===== src/rtl/obuf_tag_sync_if.sv =====
// Tag-sync bus bundle: controller tag stream, per-slot handshakes and stage done/ready.
// The err signal exists only when OBUF_TAG_SYNC_ERR_EN is defined.
interface obuf_tag_sync_if #(
  parameter int NUM_TAG = 2,
  parameter int TAG_W   = 1
);
  logic               tag_req;
  logic               tag_reuse;
  logic               tag_flush;
  logic               tag_ready;
  logic               drain;
  logic               drain_done;
  logic [NUM_TAG-1:0] slot_tag_req;
  logic [NUM_TAG-1:0] slot_tag_reuse;
  logic [NUM_TAG-1:0] slot_tag_flush;
  logic [NUM_TAG-1:0] slot_tag_free;
  logic [NUM_TAG-1:0] slot_ldmem_ready;
  logic [NUM_TAG-1:0] slot_compute_ready;
  logic [NUM_TAG-1:0] slot_stmem_ready;
  logic [NUM_TAG-1:0] slot_next_compute;
  logic               ldmem_tag_done;
  logic               compute_tag_done;
  logic               stmem_tag_done;
  logic [NUM_TAG-1:0] slot_ldmem_done;
  logic [NUM_TAG-1:0] slot_compute_done;
  logic [NUM_TAG-1:0] slot_stmem_done;
  logic [TAG_W-1:0]   ldmem_tag;
  logic [TAG_W-1:0]   compute_tag;
  logic [TAG_W-1:0]   stmem_tag;
  logic               ldmem_ready;
  logic               compute_ready;
  logic               stmem_ready;
`ifdef OBUF_TAG_SYNC_ERR_EN
  logic               err;
`endif

  modport master (
    output tag_req, tag_reuse, tag_flush, drain,
    output slot_tag_free, slot_ldmem_ready, slot_compute_ready, slot_stmem_ready,
    output slot_next_compute, ldmem_tag_done, compute_tag_done, stmem_tag_done,
    input  tag_ready, drain_done, slot_tag_req, slot_tag_reuse, slot_tag_flush,
    input  slot_ldmem_done, slot_compute_done, slot_stmem_done,
    input  ldmem_tag, compute_tag, stmem_tag, ldmem_ready, compute_ready, stmem_ready
`ifdef OBUF_TAG_SYNC_ERR_EN
    , input err
`endif
  );

  modport slave (
    input  tag_req, tag_reuse, tag_flush, drain,
    input  slot_tag_free, slot_ldmem_ready, slot_compute_ready, slot_stmem_ready,
    input  slot_next_compute, ldmem_tag_done, compute_tag_done, stmem_tag_done,
    output tag_ready, drain_done, slot_tag_req, slot_tag_reuse, slot_tag_flush,
    output slot_ldmem_done, slot_compute_done, slot_stmem_done,
    output ldmem_tag, compute_tag, stmem_tag, ldmem_ready, compute_ready, stmem_ready
`ifdef OBUF_TAG_SYNC_ERR_EN
    , output err
`endif
  );
endinterface


===== src/rtl/obuf_tag_sync.sv =====
// Tag sequencer for NUM_TAG output-buffer slots: allocation, per-stage round-robin
// pointers, done demux and drain FSM. Define OBUF_TAG_SYNC_ERR_EN for a sticky err flag.
//
// state | meaning
// RUN   | normal operation, allocation allowed
// FLUSH | one cycle, flush every occupied slot
// WAIT  | wait for all slots free, then pulse drain_done
module obuf_tag_sync #(
  parameter int NUM_TAG = 2,
  parameter int TAG_W   = 1
) (
  input  logic            clk,
  input  logic            reset,
  obuf_tag_sync_if.slave  bus
);
  localparam int OCC_W = $clog2(NUM_TAG + 1);

  typedef enum logic [1:0] {RUN, FLUSH, WAIT} state_t;

  state_t             state;
  logic [TAG_W-1:0]   alloc_ptr, last_ptr, ld_ptr, cmp_ptr, st_ptr;
  logic [OCC_W-1:0]   occ, occ_next, rel_cnt;
  logic [OCC_W:0]     occ_sum;
  logic [NUM_TAG-1:0] free_q, free_rise;
  logic [TAG_W-1:0]   tgt_ptr;
  logic               alloc_ok;
  logic               all_free;

  function automatic logic [TAG_W-1:0] ptr_inc(input logic [TAG_W-1:0] p);
    return (p == TAG_W'(NUM_TAG - 1)) ? '0 : p + TAG_W'(1);
  endfunction

  function automatic logic [NUM_TAG-1:0] onehot(input logic [TAG_W-1:0] p);
    return NUM_TAG'(1) << p;
  endfunction

  assign all_free      = &bus.slot_tag_free;
  assign bus.tag_ready = (state == RUN) && (occ < OCC_W'(NUM_TAG)) && bus.slot_tag_free[alloc_ptr];
  assign alloc_ok      = bus.tag_req && bus.tag_ready;
  // A reuse/flush arriving with an accepted request belongs to the new slot.
  assign tgt_ptr       = alloc_ok ? alloc_ptr : last_ptr;

  assign bus.slot_tag_req   = alloc_ok      ? onehot(alloc_ptr) : '0;
  assign bus.slot_tag_reuse = bus.tag_reuse ? onehot(tgt_ptr)   : '0;
  assign bus.slot_tag_flush = (bus.tag_flush ? onehot(tgt_ptr) : '0)
                            | ((state == FLUSH) ? ~bus.slot_tag_free : '0);
  assign bus.drain_done     = (state == WAIT) && (occ == '0) && all_free;

  assign bus.slot_ldmem_done   = bus.ldmem_tag_done   ? onehot(ld_ptr)  : '0;
  assign bus.slot_compute_done = bus.compute_tag_done ? onehot(cmp_ptr) : '0;
  assign bus.slot_stmem_done   = bus.stmem_tag_done   ? onehot(st_ptr)  : '0;

  assign bus.ldmem_tag     = ld_ptr;
  assign bus.compute_tag   = cmp_ptr;
  assign bus.stmem_tag     = st_ptr;
  assign bus.ldmem_ready   = bus.slot_ldmem_ready[ld_ptr];
  assign bus.compute_ready = bus.slot_compute_ready[cmp_ptr];
  assign bus.stmem_ready   = bus.slot_stmem_ready[st_ptr];

  assign free_rise = bus.slot_tag_free & ~free_q;

  // Several slots may release in one cycle; count all of them, then saturate.
  always_comb begin
    rel_cnt = '0;
    for (int k = 0; k < NUM_TAG; k++) rel_cnt = rel_cnt + OCC_W'(free_rise[k]);
    occ_sum  = {1'b0, occ} + (OCC_W + 1)'(alloc_ok);
    occ_next = occ;
    if (occ_sum <= {1'b0, rel_cnt})
      occ_next = '0;
    else if ((occ_sum - {1'b0, rel_cnt}) > (OCC_W + 1)'(NUM_TAG))
      occ_next = OCC_W'(NUM_TAG);
    else
      occ_next = OCC_W'(occ_sum - {1'b0, rel_cnt});
  end

  always_ff @(posedge clk) begin
    if (reset) begin
      state     <= RUN;
      alloc_ptr <= '0;
      last_ptr  <= '0;
      ld_ptr    <= '0;
      cmp_ptr   <= '0;
      st_ptr    <= '0;
      occ       <= '0;
      free_q    <= bus.slot_tag_free;
    end else begin
      free_q <= bus.slot_tag_free;
      occ    <= occ_next;
      if (alloc_ok) begin
        last_ptr  <= alloc_ptr;
        alloc_ptr <= ptr_inc(alloc_ptr);
      end
      if (bus.ldmem_tag_done)             ld_ptr  <= ptr_inc(ld_ptr);
      if (bus.slot_next_compute[cmp_ptr]) cmp_ptr <= ptr_inc(cmp_ptr);
      if (bus.stmem_tag_done)             st_ptr  <= ptr_inc(st_ptr);
      case (state)
        RUN:     if (bus.drain) state <= FLUSH;
        FLUSH:   state <= WAIT;
        WAIT:    if (occ == '0 && all_free) state <= RUN;
        default: state <= RUN;
      endcase
    end
  end

`ifdef OBUF_TAG_SYNC_ERR_EN
  logic err_q;
  assign bus.err = err_q;

  always_ff @(posedge clk) begin
    if (reset)
      err_q <= 1'b0;
    else if ((bus.tag_req && !bus.tag_ready && state == RUN)
          || (bus.ldmem_tag_done && !bus.ldmem_ready)
          || (bus.compute_tag_done && !bus.compute_ready)
          || (bus.stmem_tag_done && !bus.stmem_ready)
          || ((bus.tag_reuse || bus.tag_flush) && occ == '0))
      err_q <= 1'b1;
  end
`endif
endmodule


===== src/flat_wrapper.sv =====
// flat-port wrapper written by rule: the top's interface ports become plain ports
module obuf_tag_sync_flat 
#(
  parameter int NUM_TAG = 2,
  parameter int TAG_W   = 1
)
  (clk, reset, bus_tag_req, bus_tag_reuse, bus_tag_flush, bus_drain, bus_slot_tag_free, bus_slot_ldmem_ready, bus_slot_compute_ready, bus_slot_stmem_ready, bus_slot_next_compute, bus_ldmem_tag_done, bus_compute_tag_done, bus_stmem_tag_done, bus_tag_ready, bus_drain_done, bus_slot_tag_req, bus_slot_tag_reuse, bus_slot_tag_flush, bus_slot_ldmem_done, bus_slot_compute_done, bus_slot_stmem_done, bus_ldmem_tag, bus_compute_tag, bus_stmem_tag, bus_ldmem_ready, bus_compute_ready, bus_stmem_ready);
  obuf_tag_sync_if #(.NUM_TAG(NUM_TAG), .TAG_W(TAG_W)) bus_i ();
  input  logic clk;
  input  logic reset;
  input wire logic [$bits(bus_i.tag_req)-1:0] bus_tag_req;
  input wire logic [$bits(bus_i.tag_reuse)-1:0] bus_tag_reuse;
  input wire logic [$bits(bus_i.tag_flush)-1:0] bus_tag_flush;
  input wire logic [$bits(bus_i.drain)-1:0] bus_drain;
  input wire logic [$bits(bus_i.slot_tag_free)-1:0] bus_slot_tag_free;
  input wire logic [$bits(bus_i.slot_ldmem_ready)-1:0] bus_slot_ldmem_ready;
  input wire logic [$bits(bus_i.slot_compute_ready)-1:0] bus_slot_compute_ready;
  input wire logic [$bits(bus_i.slot_stmem_ready)-1:0] bus_slot_stmem_ready;
  input wire logic [$bits(bus_i.slot_next_compute)-1:0] bus_slot_next_compute;
  input wire logic [$bits(bus_i.ldmem_tag_done)-1:0] bus_ldmem_tag_done;
  input wire logic [$bits(bus_i.compute_tag_done)-1:0] bus_compute_tag_done;
  input wire logic [$bits(bus_i.stmem_tag_done)-1:0] bus_stmem_tag_done;
  output wire logic [$bits(bus_i.tag_ready)-1:0] bus_tag_ready;
  output wire logic [$bits(bus_i.drain_done)-1:0] bus_drain_done;
  output wire logic [$bits(bus_i.slot_tag_req)-1:0] bus_slot_tag_req;
  output wire logic [$bits(bus_i.slot_tag_reuse)-1:0] bus_slot_tag_reuse;
  output wire logic [$bits(bus_i.slot_tag_flush)-1:0] bus_slot_tag_flush;
  output wire logic [$bits(bus_i.slot_ldmem_done)-1:0] bus_slot_ldmem_done;
  output wire logic [$bits(bus_i.slot_compute_done)-1:0] bus_slot_compute_done;
  output wire logic [$bits(bus_i.slot_stmem_done)-1:0] bus_slot_stmem_done;
  output wire logic [$bits(bus_i.ldmem_tag)-1:0] bus_ldmem_tag;
  output wire logic [$bits(bus_i.compute_tag)-1:0] bus_compute_tag;
  output wire logic [$bits(bus_i.stmem_tag)-1:0] bus_stmem_tag;
  output wire logic [$bits(bus_i.ldmem_ready)-1:0] bus_ldmem_ready;
  output wire logic [$bits(bus_i.compute_ready)-1:0] bus_compute_ready;
  output wire logic [$bits(bus_i.stmem_ready)-1:0] bus_stmem_ready;
  assign bus_i.tag_req = bus_tag_req;
  assign bus_i.tag_reuse = bus_tag_reuse;
  assign bus_i.tag_flush = bus_tag_flush;
  assign bus_i.drain = bus_drain;
  assign bus_i.slot_tag_free = bus_slot_tag_free;
  assign bus_i.slot_ldmem_ready = bus_slot_ldmem_ready;
  assign bus_i.slot_compute_ready = bus_slot_compute_ready;
  assign bus_i.slot_stmem_ready = bus_slot_stmem_ready;
  assign bus_i.slot_next_compute = bus_slot_next_compute;
  assign bus_i.ldmem_tag_done = bus_ldmem_tag_done;
  assign bus_i.compute_tag_done = bus_compute_tag_done;
  assign bus_i.stmem_tag_done = bus_stmem_tag_done;
  assign bus_tag_ready = bus_i.tag_ready;
  assign bus_drain_done = bus_i.drain_done;
  assign bus_slot_tag_req = bus_i.slot_tag_req;
  assign bus_slot_tag_reuse = bus_i.slot_tag_reuse;
  assign bus_slot_tag_flush = bus_i.slot_tag_flush;
  assign bus_slot_ldmem_done = bus_i.slot_ldmem_done;
  assign bus_slot_compute_done = bus_i.slot_compute_done;
  assign bus_slot_stmem_done = bus_i.slot_stmem_done;
  assign bus_ldmem_tag = bus_i.ldmem_tag;
  assign bus_compute_tag = bus_i.compute_tag;
  assign bus_stmem_tag = bus_i.stmem_tag;
  assign bus_ldmem_ready = bus_i.ldmem_ready;
  assign bus_compute_ready = bus_i.compute_ready;
  assign bus_stmem_ready = bus_i.stmem_ready;
  obuf_tag_sync #(.NUM_TAG(NUM_TAG), .TAG_W(TAG_W)) u_core (.clk(clk), .reset(reset), .bus(bus_i));
endmodule

===== config.mk =====
export PLATFORM = sky130hd
export DESIGN_NAME = obuf_tag_sync_flat
export DESIGN_NICKNAME = d
export VERILOG_FILES = /design/src/rtl/obuf_tag_sync_if.sv /design/src/rtl/obuf_tag_sync.sv /design/src/flat_wrapper.sv
export SDC_FILE = /design/constraint.sdc
export NUM_CORES = 1
export LEC_CHECK = 0
export BUFFER_PORTS_ARGS = -buffer_cell sky130_fd_sc_hd__buf_2
export CAP_MARGIN = 20
export CELL_PAD_IN_SITES_DETAIL_PLACEMENT = 1
export CELL_PAD_IN_SITES_GLOBAL_PLACEMENT = 1
export CORE_UTILIZATION = 31
export CTS_BUF_LIST = sky130_fd_sc_hd__clkbuf_4 sky130_fd_sc_hd__clkbuf_8
export DETAILED_ROUTE_END_ITERATION = 16
export PLACE_DENSITY_LB_ADDON = 0.1
export SLEW_MARGIN = 20
export SYNTH_ARGS = -nofsm -noshare
export SYNTH_HDL_FRONTEND = slang
export SYNTH_SLANG_ARGS = --single-unit

===== constraint.sdc =====
create_clock -name clk -period 3.1 [get_ports clk]
set_clock_uncertainty 0.1 [all_clocks]
set_input_delay 0.31 -clock clk [delete_from_list [all_inputs] [get_ports clk]]
set_output_delay 0.31 -clock clk [all_outputs]
set_load 0.005 [all_outputs]

# Word-level counts from Yosys, hierarchy flattened
# Index checks and enable logic that the tools add are counted.
# word_totals
regBits,11
latchBits,0
ram_bits,0
rom_bits,0
in_bits,19
out_inout_bits,20
word_cells,74
n_memories,0
# op_classes
n_addsub,7
multipliers,0
div,0
order_cmp,7
eq_ne,4
n_shift,5
mux,26
bitwise,4
n_reduce_logical,12
# ops
cell,count
two-way mux 2 bit,10
two-way mux 1 bit,15
<< shifter 1 x 1 -> 2 bit (first input constant),5
less-than comparator 1 x 2 -> 1 bit (second input constant),4
logical AND 1 bit,6
one-hot mux 2 bit (3 select lines),1
adder 1 bit (second input constant),4
zero test 2 bit,2
!= test 2 bit (second input constant),2
inverter 2 bit,2
AND reduction 2 bit,2
adder 2 x 1 -> 3 bit,1
greater-than comparator 3 x 2 -> 1 bit (second input constant),1
less-or-equal comparator 3 x 2 -> 1 bit,1
OR reduction 3 bit,1
subtractor 3 x 2 -> 3 bit,1
adder 1 x 1 -> 2 bit,1
AND 2 bit,1
equality test 2 x 1 -> 1 bit (second input constant),1
equality test 2 bit (second input constant),1
less-than comparator 2 bit (second input constant),1
bitwise OR 2 bit,1
OR reduction 2 bit,1

# Longest topological paths before layout
# depth
word_depth,8
ltp_mapped,10
ltp_nobuf,10

# Worst setup path before layout
# No wires, ideal clock.
# synth_path
path_kind,reg2reg
start,register u_core.state[0]
end,register u_core.occ[1]
setup_time_ns,0.086
arrival_time_ns,2.215
required_time_ns,2.914
setup_slack_ns,0.700
stages_incl_launch_ff,11
path_buffers,0
synth_period_minus_slack_ns,2.400
path_cell_list,dfxtp_1 or4b_4 nor2_1 ha_1 inv_1 ha_1 inv_1 fa_1 xnor2_1 nor2_1 a211oi_1
# synth_between
elab_chain_len,8
word_cells_on_any_way,10
classes_between,2 x add/sub; 2 x order compare; 1 x mux; 5 x reduce/logical
# synth_rtl
element,line,text
"start, declared",obuf_tag_sync.sv:20,state_t state;
"start signal, assigned",obuf_tag_sync.sv:78,state <= RUN;
"start signal, assigned",obuf_tag_sync.sv:97,RUN: if (bus.drain) state <= FLUSH;
"start signal, assigned",obuf_tag_sync.sv:98,FLUSH: state <= WAIT;
zero test 2 bit (*),obuf_tag_sync.sv:38,assign bus.tag_ready = (state == RUN) && (occ < OCC_W'(NUM_TAG)) && bus.slot_tag_free[alloc_ptr];
logical AND 1 bit (*) (2 in a row),obuf_tag_sync.sv:38,
logical AND 1 bit (*),obuf_tag_sync.sv:39,assign alloc_ok = bus.tag_req && bus.tag_ready;
net u_core.alloc_ok,obuf_tag_sync.sv:26,logic alloc_ok;
adder 2 x 1 -> 3 bit (*),obuf_tag_sync.sv:66,"occ_sum = {1'b0, occ} + (OCC_W + 1)'(alloc_ok);"
subtractor 3 x 2 -> 3 bit,obuf_tag_sync.sv:70,"else if ((occ_sum - {1'b0, rel_cnt}) > (OCC_W + 1)'(NUM_TAG))"
greater-than comparator 3 x 2 -> 1 bit,obuf_tag_sync.sv:70,
two-way mux 2 bit,obuf_tag_sync.sv:70,
"end signal, assigned",obuf_tag_sync.sv:88,occ <= occ_next;
"end, declared",obuf_tag_sync.sv:22,"logic [OCC_W-1:0] occ, occ_next, rel_cnt;"
# The timed path passes the listed nets; every way through them passes the cells marked *.
# A chain may end at the register's enable or synchronous reset.

# Worst setup path after layout
# Same ends and word-level chain as after synthesis.

==> impl.org <==
** Outcome
- Run status :: complete, no violations

** Die
- Area enclosed by the die boundary :: about 2400 um^2
- Count of pins on the block boundary :: 39
- FP Rows :: 16
- Initial standard-cell utilization of the core :: 33.7%
- The floorplan step set the die width to 48.9 um.
- The core region is approximately 2000 um^2.
- Die span in y :: 48.9 um

** Power and ir drop
- Power per unit of standard cell area :: 459 nW/um^2
- Worst vdd rail ir drop :: about 0.00020 V
- In this run, flip-flops and latches consume 40.3% of the power.
- In this run switching power makes up 32.0% of total power.
- Internal power :: 0.000294 W
- Combinational share of power :: 34.6%
- Net Switching :: 0.000138 W
- Power share of the clock group :: 25.1%
- Leakage component of the power :: 0.457 nW

** Setup path
- Reg-to-Reg Start :: u_core.state[0]$_SDFFE_PP0P_
- In this run the critical register-to-register path is captured at u_core.occ[1]$_SDFF_PP0_.
- Worst reg2reg path depth :: 10
- Internal reg-to-reg setup slack :: around 0.42 ns
- STA classifies the critical path startpoint as a register.
- Tracing the worst setup path back leads to its startpoint at u_core.state[0]$_SDFFE_PP0P_.
- CP peak stage delay :: 0.59 ns
- Data on the critical path is required at its endpoint by approximately 3.2 ns.
- Worst Path Max Fanout :: 7
- Worst EP arrival :: 2.76 ns
- On the critical path, the stage with the largest delay is an instance of or4b_4.
- Walking the worst path, the cells encountered are or4b_4, nor2_1, ha_1, inv_1, ha_1, inv_1, fa_1, xnor2_1, nor2_1, a211oi_1.
- Kind of cell adding the most delay to the critical path :: adder cells
- Type of element capturing the critical path :: register
- Startpoint-to-endpoint class of the critical path :: reg -> reg
- Worst Path Buf+Inv :: 2

** STA
- Setup repair after global routing left no endpoint under its margin.
- Derived from the worst setup path, the maximum achievable clock frequency is 373 MHz.
- In the final timing run, aggregate negative setup slack is 0 ns.
- The worst path needs 2.68 ns of the cycle, external delays included.
- The number of max-slew violations in the final report came to 0.
- Hold violation count in the final report :: 0
- For the pin with the worst max-slew slack, the measured transition is 0.506 ns.
- Final-report setup violation count :: 0
- In the finished design, the share of the clock period the worst path needs comes to 86.4%.
- The worst pin sits at a relative slew slack of 65.8%.

** Routing
- The routed design has 1.69 mm of wire.
- In this run, the number of DRC markers left after iteration 0 of detailed routing was 2.
- The detail route stage leaves a number of antenna-violating nets equal to 0.
- Routed len/inst :: around 12 um
- For this run, design rule violations remaining after detail routing come to 0.
- DR vias :: 672
- Before antenna repair, the detailed router went through 2 iterations.
- DR vias/cell :: roughly 4.8

** Clock tree
- Maximum clock path buffer count :: 2
- For this design, the sink count on the clock tree is 11.
- Number of hold buffers added after CTS :: 0
- Clock tree root buffer cell :: clkbuf_4
- Once the clock tree was built, the setup fixing pass inserted 0 buffers.
- Clock-pin slew was measured on the worst setup and hold paths at ~0.080 ns.
- The later pin in the worst-skew pair is clocked with a latency of between 0.2 and 0.3 ns.
- Post-cts repair resize count :: 0
- Clock H-tree levels :: 1
- TritonCTS clock tree :: done
- Buffers inserted during clock tree synthesis total 3.

** Cells and area
- Relative to the synthesized area, the layout overhead comes to 38.4%.
- At the end of the flow, the number of nets in the layout was 140.
- Diodes inserted :: 0
- Share of cells above drive strength 1 :: 43.0%
- Utilization after layout :: a little under half

** Synthesis
- Number of flops mapped to enable cells by yosys :: 0
- Yosys warnings :: 0
- In this run, distinct cell masters in the synthesized netlist total 30.
- Post-synth top flop :: dfxtp_1
- For this run, asynchronously set or reset flops after synthesis account for 0%.
- Net Count, Synth :: 96
- Synthesized instance count :: 71
- Total standard cell area after synthesis :: 681 um^2
- Sequential cell area fraction in the yosys report :: 32.4%
- Each instance of the synthesized netlist takes up on average 9.59 um^2.
- After synthesis the netlist holds a flip-flop and latch count of 11.

** Placed design
- Once detailed placement completed, the half-perimeter wirelength came to 1.38 mm.
- Number of port buffers :: 38
- Routability cong. :: 0.700

** Flow run
- Max-cap violations in this run came to 0.

** Min path
- The tightest min-delay check is of the in -> reg type.
- Hold path start :: bus_slot_tag_free[0]
- Worst hold stages :: 1
- Worst Hold Path EP :: u_core.free_q[0]$_DFF_P_

** Global route
- The first global-routing pass estimated 2.93 mm of wire.
- Antenna violations before repair :: 0
- The number of global-route vias before repair was 666.
- Largest net degree at the start of global routing :: 9
- For this run, the total global-route usage over all layers was measured as about 16%.
- The total overflow left after global routing is 0.
==> cell usage in the layout, fill, tap and decap left out <==
master	instances
a31o_1	1
mux2_2	3
nor2b_1	5
and2_1	3
dfxtp_1	11
o211ai_1	2
nand3_1	1
nor3_2	1
a21oi_1	2
or4b_4	1
fa_1	2
nand2b_1	1
mux2i_1	1
nand4_1	1
buf_4	1
nor3b_1	1
o21ai_2	1
nor2_1	7
inv_1	6
nor4_1	2
xnor2_1	3
buf_2	38
nand3b_1	1
a211oi_1	2
a21boi_0	2
clkbuf_4	4
nor4b_1	2
or2b_1	1
nand4bb_1	1
o31ai_1	1
o21ba_1	1
and3_1	1
ha_1	4
==> cell usage after synthesis, types with 2 or more instances <==
library cell  count  share of area (%)
dfxtp_1          11                 32
nor2_1            7                3.9
inv_1             6                3.3
nor2b_1           5                4.6
ha_1              4                7.4
and2_1            3                2.8
mux2_2            3                5.0
xnor2_1           3                3.9
a211oi_1          2                2.2
a21boi_0          2                2.2
a21oi_1           2                1.5
fa_1              2                5.9
nor4_1            2                1.8
nor4b_1           2                2.6
o211ai_1          2                2.2
==> power groups by stage <==
stage	Combinational, W	Sequential (W)	Clock (W)
after floorplan	0.0000938	0.000174	0
after global placement	0.000146	0.000177	0
after detailed placement	0.000151	0.000178	0
after CTS	0.000152	0.000174	0.000113
after global routing	0.000170	0.000177	0.000118
final	0.000150	0.000174	0.000109
==> worst max path at each step <==
stage                     slack [ns]  cells past startpoint                       end
after global placement          0.52                     10  u_core.occ[1]$_SDFF_PP0_
final                           0.42                     10  u_core.occ[1]$_SDFF_PP0_
after CTS                       0.40                     10  u_core.occ[1]$_SDFF_PP0_
after floorplan                 0.70                     10  u_core.occ[1]$_SDFF_PP0_
after detailed placement        0.44                     10  u_core.occ[1]$_SDFF_PP0_
after global routing            0.26                     10  u_core.occ[1]$_SDFF_PP0_
==> state kept, by name (all words and copies together) (netlist names) <==
signal,flops
u_core.free_q,2
u_core.bus.stmem_tag,1
u_core.last_ptr,1
u_core.occ,2
u_core.state,2
u_core.alloc_ptr,1
u_core.bus.compute_tag,1
u_core.bus.ldmem_tag,1
==> metrics by stage <==
| step | power [W] | hold WS [ns] | cells | cell area [um^2] | setup WS, ns |
|---|---|---|---|---|---|
| floorplan | 0.000267 | 0.238 | 71 | 681 | 0.700 |
| global placement | 0.000323 | 0.380 | 137 | 912 | 0.522 |
| detailed placement | 0.000329 | 0.377 | 137 | 912 | 0.439 |
| CTS | 0.000440 | 0.0855 | 141 | 942 | 0.395 |
| global route | 0.000465 | 0.0888 | 141 | 942 | 0.259 |
| finish | 0.000432 | 0.0899 | 141 | 942 | 0.422 |
==> worst register-to-register path: stages, from the launching register on <==
cell	delay (ns)
dfxtp_1	0.36
or4b_4	0.59
nor2_1	0.13
ha_1	0.24
inv_1	0.07
ha_1	0.18
inv_1	0.06
fa_1	0.39
xnor2_1	0.23
nor2_1	0.06
a211oi_1	0.19
==> metal layers <==
metal | vias up | wire [um] | track usage, %
li1 | 339 | - | -
met1 | 300 | 788 | 20.7
met2 | 31 | 738 | 25.0
met3 | 2 | 153 | 4.67
met4 | 0 | 11 | 5.88
met5 | - | 0 | 0
==> logic make-up (layout without fill, tap and decap cells) <==
family	after synthesis	count (layout)	share of synthesized area (%)
xor+xnor	3	3	3.86
simple gates	29	29	27.6
fa+ha+maj	6	6	13.2
mux	4	4	6.43
buf+inv	6	49	3.31
flops	11	11	32.4
compound gates	12	12	13.2
==> final cells by class <==
| class | instances | area, um^2 |
|---|---|---|
| Clock buffer | 4 | 30.0 |
| Sequential cell | 11 | 220 |
| Tap cell | 27 | 33.8 |
| Multi-Input combinational cell | 54 | 438 |
| Fill cell | 252 | 1080 |
| Timing Repair Buffer | 39 | 198 |
| Inverter | 6 | 22.5 |
(Power assumes the default switching activity.)
